File: config.mk
export PLATFORM = sky130hd
export DESIGN_NAME = fir_seq_host
export DESIGN_NICKNAME = d
export VERILOG_FILES = /design/src/rtl/fir_pkg.sv /design/src/rtl/fir_out_skid.sv /design/src/rtl/fir_seq_host.sv
export SDC_FILE = /design/constraint.sdc
export NUM_CORES = 1
export LEC_CHECK = 0
export CAP_MARGIN = 5
export CORE_UTILIZATION = 40
export DETAILED_ROUTE_END_ITERATION = 10
export GPL_ROUTABILITY_DRIVEN = 0
export PLACE_DENSITY = 0.77
export SLEW_MARGIN = 30
export SYNTH_ARGS = -nofsm -noshare
export SYNTH_HDL_FRONTEND = slang
export SYNTH_SLANG_ARGS = --single-unit
File: constraint.sdc
create_clock -name clk -period 5.2 [get_ports clk]
set_input_delay 0.52 -clock clk [delete_from_list [all_inputs] [get_ports clk]]
set_output_delay 0.52 -clock clk [all_outputs]
set_load 0.01 [all_outputs]
File: src/rtl/fir_pkg.sv
// Shared types for the FIR filter command interface and its host sequencer.
package fir_pkg;

    localparam int unsigned FIR_DW = 32;

    // Filter command encoding; the filter itself decodes the same type.
    typedef enum logic [1:0] {
        OP_NOP  = 2'b00,
        OP_LOAD = 2'b01,
        OP_RUN  = 2'b10,
        OP_READ = 2'b11
    } op_t;

    // Host sequencer states.
    typedef enum logic [2:0] {
        IDLE   = 3'd0,
        CLR    = 3'd1,
        LOAD   = 3'd2,
        RUN    = 3'd3,
        RDREQ  = 3'd4,
        RDWAIT = 3'd5,
        OUT    = 3'd6,
        FIN    = 3'd7
    } state_t;

endpackage

File: src/rtl/fir_out_skid.sv
// One-entry result holding register: data and valid stay put until the sink takes them.
module fir_out_skid
    import fir_pkg::*;
(
    input  logic              clk,
    input  logic              reset,
    input  logic              load,
    input  logic [FIR_DW-1:0] load_data,
    output logic [FIR_DW-1:0] out_data,
    output logic              out_valid,
    input  logic              out_ready,
    output logic              taken_c
);

    assign taken_c = out_valid & out_ready;

    // Capture a new result or drop valid once the sink has accepted it.
    always_ff @(posedge clk) begin
        if (reset) begin
            out_valid <= 1'b0;
            out_data  <= '0;
        end else if (load) begin
            out_valid <= 1'b1;
            out_data  <= load_data;
        end else if (taken_c) begin
            out_valid <= 1'b0;
        end
    end

endmodule

File: src/rtl/fir_seq_host.sv
// Host sequencer for the FIR filter: loads a job of samples, runs the filter,
// and streams every result back out through a valid/ready port.
module fir_seq_host
    import fir_pkg::*;
#(
    parameter int unsigned SIGNAL_LEN = 1000,
    parameter int unsigned COEF_LEN   = 100,
    parameter int unsigned TIMEOUT    = SIGNAL_LEN * (COEF_LEN + 1) + 16
) (
    input  logic              clk,
    input  logic              reset,
    input  logic              start,
    output logic              busy,
    output logic              job_done,
    output logic              error,
    input  logic [FIR_DW-1:0] in_data,
    input  logic              in_valid,
    output logic              in_ready,
    output logic [FIR_DW-1:0] out_data,
    output logic              out_valid,
    input  logic              out_ready,
    output logic              f_reset,
    output logic [FIR_DW-1:0] f_addr,
    output logic [FIR_DW-1:0] f_x,
    output logic [1:0]        f_op,
    input  logic [FIR_DW-1:0] f_y,
    input  logic              f_done
);

    localparam int unsigned CW        = $clog2(SIGNAL_LEN) + 1;
    localparam logic [CW-1:0] LAST    = CW'(SIGNAL_LEN - 1);
    localparam logic [31:0] WDOG_LAST = 32'(TIMEOUT - 1);

    state_t        state;
    state_t        state_n;
    logic [CW-1:0] cnt;
    logic [CW-1:0] cnt_n;
    logic [CW-1:0] k;
    logic [CW-1:0] k_n;
    logic [31:0]   wdog;
    logic [31:0]   wdog_n;
    logic          error_n;
    logic          skid_load;
    logic          out_taken;
    op_t           op_c;

    // Result holding register toward the sink.
    fir_out_skid u_skid (
        .clk       (clk),
        .reset     (reset),
        .load      (skid_load),
        .load_data (f_y),
        .out_data  (out_data),
        .out_valid (out_valid),
        .out_ready (out_ready),
        .taken_c   (out_taken)
    );

    // State, counters and the sticky watchdog flag.
    always_ff @(posedge clk) begin
        if (reset) begin
            state <= IDLE;
            cnt   <= '0;
            k     <= '0;
            wdog  <= '0;
            error <= 1'b0;
        end else begin
            state <= state_n;
            cnt   <= cnt_n;
            k     <= k_n;
            wdog  <= wdog_n;
            error <= error_n;
        end
    end

    // Next-state and counter update logic.
    always_comb begin
        state_n   = state;
        cnt_n     = cnt;
        k_n       = k;
        wdog_n    = wdog;
        error_n   = error;
        skid_load = 1'b0;
        case (state)
            IDLE: begin
                if (start) begin
                    state_n = CLR;
                    error_n = 1'b0;
                    cnt_n   = '0;
                end
            end
            CLR: begin
                state_n = LOAD;
            end
            LOAD: begin
                if (in_valid) begin
                    if (cnt == LAST) begin
                        cnt_n   = '0;
                        wdog_n  = '0;
                        state_n = RUN;
                    end else begin
                        cnt_n = cnt + CW'(1);
                    end
                end
            end
            RUN: begin
                if (f_done) begin
                    k_n     = '0;
                    state_n = RDREQ;
                end else if (wdog == WDOG_LAST) begin
                    error_n = 1'b1;
                    state_n = IDLE;
                end else begin
                    wdog_n = wdog + 32'd1;
                end
            end
            RDREQ: begin
                state_n = RDWAIT;
            end
            RDWAIT: begin
                // Filter registers y, so it is valid the cycle after the read op.
                skid_load = 1'b1;
                state_n   = OUT;
            end
            OUT: begin
                if (out_taken) begin
                    if (k == LAST) begin
                        state_n = FIN;
                    end else begin
                        k_n     = k + CW'(1);
                        state_n = RDREQ;
                    end
                end
            end
            FIN: begin
                state_n = IDLE;
            end
            default: begin
                state_n = IDLE;
            end
        endcase
    end

    // Filter command decode; forced to NOP while reset clears the filter.
    always_comb begin
        op_c   = OP_NOP;
        f_addr = '0;
        f_x    = '0;
        if (!reset) begin
            case (state)
                LOAD: begin
                    if (in_valid) begin
                        op_c   = OP_LOAD;
                        f_addr = FIR_DW'(cnt);
                        f_x    = in_data;
                    end
                end
                RUN: begin
                    op_c = OP_RUN;
                end
                RDREQ: begin
                    op_c   = OP_READ;
                    f_addr = FIR_DW'(k);
                end
                default: begin
                    op_c = OP_NOP;
                end
            endcase
        end
    end

    assign f_op     = op_c;
    assign f_reset  = reset | (state == CLR);
    assign busy     = (state != IDLE);
    assign job_done = (state == FIN) & ~reset;
    assign in_ready = (state == LOAD) & ~reset;

endmodule

==> impl_metrics.py, run 1 <==
metrics = {
    "run_status": {
        "status": "completed",
    },
    "pwr": {
        "vdd_drop_max_mv": 0.1588,
        "total_power_mw": 1.765,
        "power.density_mw_per_mm2": 258.6,
        "power_leakage_nw": 2.319,
    },
    "critical_path": {
        "cp-start-kind": "input pin",
        "endpoint_kind": "output port",
        "arrival_ns": 2.90,
        "critPathKind": "in -> out",
        "critical_path.max_fanout": 32,
        "cp_data_required_time_ns": 4.68,
    },
    "global_routing": {
        "overflow": 0,
        "grt_pass1_wl_um": 22360,
        "grt_pass1_vias": 4592,
        "grt_usage": 0.2121,
        "grt_max_degree": 55,
        "antenna_found_initial": 0,
    },
    "drt": {
        "drt-total-wl_um": 14250,
        "vias": 5189,
        "first_pass_iters": 5,
        "drt_iter0_drc": 459,
        "wl_per_cell_um": 15.08,
        "drc": 0,
        "via_per_inst": 5.491,
        "ant_nets": 0,
    },
    "cells_and_area": {
        "layout_common_cells": "clkdlybuf4s50_1 (151), nand2_1 (112), dfxtp_1 (91), a21oi_1 (57), nor2_1 (41)",
        "final_cell_area_mm2": 0.006827,
        "final_nets": 845,
        "final_cells": 945,
        "antenna_cells": 0,
        "final_common_cell": "clkdlybuf4s50_1",
        "multi_input_area_mm2": 0.002910,
        "fill_cells": 1073,
        "seq_area_mm2": 0.001822,
        "syn_to_final_growth_pct": 35.28,
        "layout-drive-gt1-share": 0.05405,
    },
    "sta": {
        "fin_skew_ns": 0.01125,
        "relSlewSlack": 0.4185,
        "fin_crit_ns": 3.423,
        "whs_ns": 0.4536,
        "hold_viol_final": 0,
        "finalCritPeriodShare": 0.6583,
        "tns_ns": 0,
        "max_freq_ghz": 0.2921,
        "worst_pin_slew_ns": 0.8656,
        "finalSetupViolations": 0,
        "slew_violations": 0,
        "rsz0062_at_grt": "false",
    },
    "min_path": {
        "hp-class": "reg -> reg",
    },
    "run": {
        "cap_violations": 0,
    },
    "die": {
        "die_x_um": 114.3,
        "fp.dieH_um": 114.3,
        "rows": 40,
        "dieArea_mm2": 0.01307,
        "io_pins": 174,
        "coreArea_mm2": 0.01216,
        "start_util": 0.4149,
    },
    "logic_synthesis": {
        "synth_area_per_cell_um2": 7.775,
        "yosysSeqAreaShare": 0.3610,
        "synthCells": 649,
        "synth.distinct_cells": 69,
        "synth_seq_cells": 91,
        "synth_flop_cell": "dfxtp_1",
        "yosys_warnings": 0,
        "synth-async-reset-ratio": 0,
        "netlist_area_mm2": 0.005046,
        "synth_edf_count": 0,
    },
    "placed_design": {
        "place_area_mm2": 0.006494,
        "port_buffers": 152,
        "dp_hpwl_um": 10510,
        "dpl.cell_count": 929,
    },
    "clock_tree": {
        "path_clk_slew_ns": 0.07,
        "cts_tree": "built",
        "clock_latency_ns": 0.35,
        "cts-root-buf": "clkbuf_16",
        "cts_resized": 0,
        "cts_made_buffers": 9,
        "postCtsSetupBuffers": 0,
        "clock-sinks": 91,
        "clockBufferDepth": 2,
        "htreeDepth": 3,
        "cts_hold_buf": 0,
    },
}
## cell families after synthesis
logic type	share of synthesized area
buffers and inverters	0.07885
other	0.0007431
AOI/OAI and AO/OA	0.1922
xor gates and xnor gates	0.01215
adders and majority gates	0.007439
muxes	0.003967
DFF	0.3610
and+or+nand+nor	0.3437
## registers in the layout, summed over array words and instances, names as in the netlist
signal,flops
u_skid.out_data,32
wdog,32
cnt,11
k,11
state,3
error,1
u_skid.out_valid,1
## path summary, 6_finish.rpt
check	start	to	slack (ns)	cells past startpoint
worst min register to register	u_skid.out_data[20]	u_skid.out_data[20]	0.45	2
worst max register to register	state[0]	wdog[16]	2.34	5
worst min-delay path	u_skid.out_data[20]	u_skid.out_data[20]	0.45	2
worst max-delay path	in_valid	f_x[17]	1.78	5
## through the flow
stage	utilization	setup WS, ns
global placement	0.5334	1.692
finish	0.5613	1.777
global route	0.5613	1.662
CTS	0.5611	1.792
detailed placement	0.5340	1.805
floorplan	-	2.938
## layer usage
| layer | up-vias | part of all wire | GRT usage |
|---|---|---|---|
| met5 | - | 0 | 0 |
| met4 | 0 | 0.016 | 0.07013 |
| met3 | 14 | 0.060 | 0.04764 |
| met2 | 192 | 0.49 | 0.3511 |
| met1 | 2447 | 0.44 | 0.2728 |
| li1 | 2536 | - | - |
## worst max-delay path, stage by stage
cell and delay, ns:
clkdlybuf4s50_1 0.56, nand4bb_1 0.30, nor2_2 0.73, and2_1 0.24, clkdlybuf4s50_1 0.55
## Yosys cell counts, types with 3 or more instances
master / instances / area [um^2]
buf_2: 5 / 25.02
nand2b_1: 5 / 31.28
inv_1: 4 / 15.01
xor2_1: 5 / 43.79
nand4_1: 14 / 87.58
ha_1: 3 / 37.54
and4_1: 3 / 26.28
a21o_1: 11 / 82.58
buf_4: 23 / 172.7
nand4b_1: 3 / 26.28
or4_1: 8 / 60.06
dfxtp_1: 91 / 1822
clkbuf_1: 31 / 116.4
nand4_4: 3 / 63.81
a22oi_1: 12 / 90.09
nand2_1: 113 / 424.2
a31oi_1: 25 / 156.4
o31ai_1: 6 / 45.04
a211o_1: 3 / 26.28
a41oi_1: 4 / 35.03
nor2_1: 43 / 161.4
and2_1: 38 / 237.7
o21ai_0: 22 / 110.1
nand3_1: 19 / 95.09
nor3_1: 17 / 85.08
nor4b_1: 3 / 26.28
nor3b_1: 3 / 22.52
a21oi_1: 57 / 285.3
nor4_1: 7 / 43.79
or3_1: 12 / 75.07
and3_1: 7 / 43.79
## where the power goes
group	leakage (nW)	internal, mW	switching (mW)
combinational	1.43	0.148	0.156
clock	0.159	0.429	0.291
sequential	0.733	0.708	0.0328
## layout make-up
type / instances / area share
Sequential cell: 91 / 0.2669
Inverter: 4 / 0.002199
Clock inverter: 7 / 0.01540
Multi-Input combinational cell: 511 / 0.4263
Tap cell: 168 / 0.03079
Clock buffer: 9 / 0.03299
Timing Repair Buffer: 155 / 0.2254
(Power assumes the default switching activity.)
==> run 2: changes to the inputs <==
Settings changed: PLACE_DENSITY 0.77 to 0.8.
Clock period 5.2 ns to 2.75 ns, I/O delays scaled along.
==> impl_metrics.py, run 2 (same netlist as run 1, synthesis figures left out) <==
metrics = {
    "run_status": {
        "status": "completed",
    },
    "clock_tree": {
        "cts_made_buffers": 9,
        "cts_hold_buf": 0,
        "clockBufferDepth": 2,
        "clock_latency_ns": 0.35,
        "cts_tree": "built",
        "htreeDepth": 3,
        "cts-root-buf": "clkbuf_16",
        "postCtsSetupBuffers": 0,
        "path_clk_slew_ns": 0.07,
        "cts_resized": 0,
        "clock-sinks": 91,
    },
    "die": {
        "die_x_um": 114.3,
        "coreArea_mm2": 0.01216,
        "dieArea_mm2": 0.01307,
        "start_util": 0.4149,
        "rows": 40,
        "fp.dieH_um": 114.3,
        "io_pins": 174,
    },
    "drt": {
        "vias": 5173,
        "drt-total-wl_um": 14270,
        "wl_per_cell_um": 14.70,
        "via_per_inst": 5.327,
        "drc": 0,
        "ant_nets": 0,
        "drt_iter0_drc": 456,
        "first_pass_iters": 5,
    },
    "sta": {
        "hold_viol_final": 0,
        "finalCritPeriodShare": 0.9329,
        "worst_slack_ns": 0.1846,
        "tns_ns": 0,
        "fin_crit_ns": 2.565,
        "worst_pin_slew_ns": 0.6145,
        "relSlewSlack": 0.5866,
        "slew_violations": 0,
        "max_freq_ghz": 0.3898,
        "rsz0062_at_grt": "false",
        "finalSetupViolations": 0,
        "whs_ns": 0.3027,
        "fin_skew_ns": 0.01293,
    },
    "cells_and_area": {
        "fill_cells": 1072,
        "syn_to_final_growth_pct": 38.53,
        "final_nets": 871,
        "multi_input_area_mm2": 0.002902,
        "final_cells": 971,
        "final_cell_area_mm2": 0.006990,
        "layout_common_cells": "clkdlybuf4s50_1 (151), nand2_1 (113), dfxtp_1 (91), a21oi_1 (57), nor2_1 (43)",
        "final_common_cell": "clkdlybuf4s50_1",
        "reg_top3": "u_skid.out_data: 32 flops, wdog: 32 flops",
        "seq_area_mm2": 0.001822,
        "antenna_cells": 0,
        "layout-drive-gt1-share": 0.07970,
    },
    "global_routing": {
        "overflow": 0,
        "grt_usage": 0.2117,
        "grt_pass1_vias": 4482,
        "grt_pass1_wl_um": 22040,
        "grt_max_degree": 34,
        "antenna_found_initial": 0,
    },
    "placed_design": {
        "port_buffers": 152,
        "place_ws_ns": 0.2512,
        "place_area_mm2": 0.006683,
        "dpl.cell_count": 955,
        "dp_hpwl_um": 10470,
    },
    "critical_path": {
        "critical_path.max_fanout": 12,
        "critPathKind": "reg -> out",
        "cp-start-kind": "flop",
        "cp_data_required_time_ns": 2.48,
        "endpoint_kind": "output port",
        "arrival_ns": 2.29,
    },
    "run": {
        "cap_violations": 0,
    },
    "min_path": {
        "hp-class": "in -> reg",
    },
    "pwr": {
        "power_leakage_nw": 2.436,
        "vdd_drop_max_mv": 0.3103,
        "power.density_mw_per_mm2": 471.1,
    },
}
## run 2: cell types whose count changed in the layout (fill, tap and decap cells not counted), sizes merged
cell      delta
clkinv       +1
bufinv       -1
buf         +26
clkinvlp     +1
inv          -1
## run 2: final timing paths
check	end	from	slack, ns	depth (start not counted)
setup / recovery	f_addr[3]	state[2]	0.18	5
hold / removal	cnt[1]	reset	0.30	2
setup reg to reg	wdog[28]	wdog[1]	0.38	6
hold reg to reg	u_skid.out_data[18]	u_skid.out_data[18]	0.45	2
## run 2: layout make-up
class                   instances  area share
repair buffers                181      0.2481
multi-input cells             511      0.4151
flip-flops and latches         91      0.2606
clock buffers                   9     0.03222
inverters                       4    0.002148
well taps                     168     0.03007
clock inverters                 7     0.01181
## run 2: critical path: stages (launching register included)
cell	delay (ns)
dfxtp_1	0.40
nor3b_1	0.28
and2_1	0.44
a22oi_1	0.12
nor2_1	0.14
clkdlybuf4s50_1	0.56
## run 2: through the flow
| step | total power, mW | util |
|---|---|---|
| final | 3.293 | 0.5748 |
| after global placement | 2.036 | 0.5495 |
| after floorplan | 1.758 | - |
| after detailed placement | 2.039 | 0.5495 |
| after global routing | 3.431 | 0.5748 |
| after CTS | 3.313 | 0.5748 |
## run 2: metal layers
metal / global-route usage / wire length (um)
met5: 0 / 0
met2: 0.3321 / 6562
met3: 0.05506 / 873
met1: 0.2824 / 6548
met4: 0.07013 / 285
## run 2: report_power, final
part	leakage [nW]	total (mW)	internal (mW)	switching, mW
combinational	1.56	0.653	0.318	0.335
clock	0.145	1.28	0.719	0.557
sequential	0.733	1.36	1.34	0.0247
total	2.44	3.29	2.38	0.917
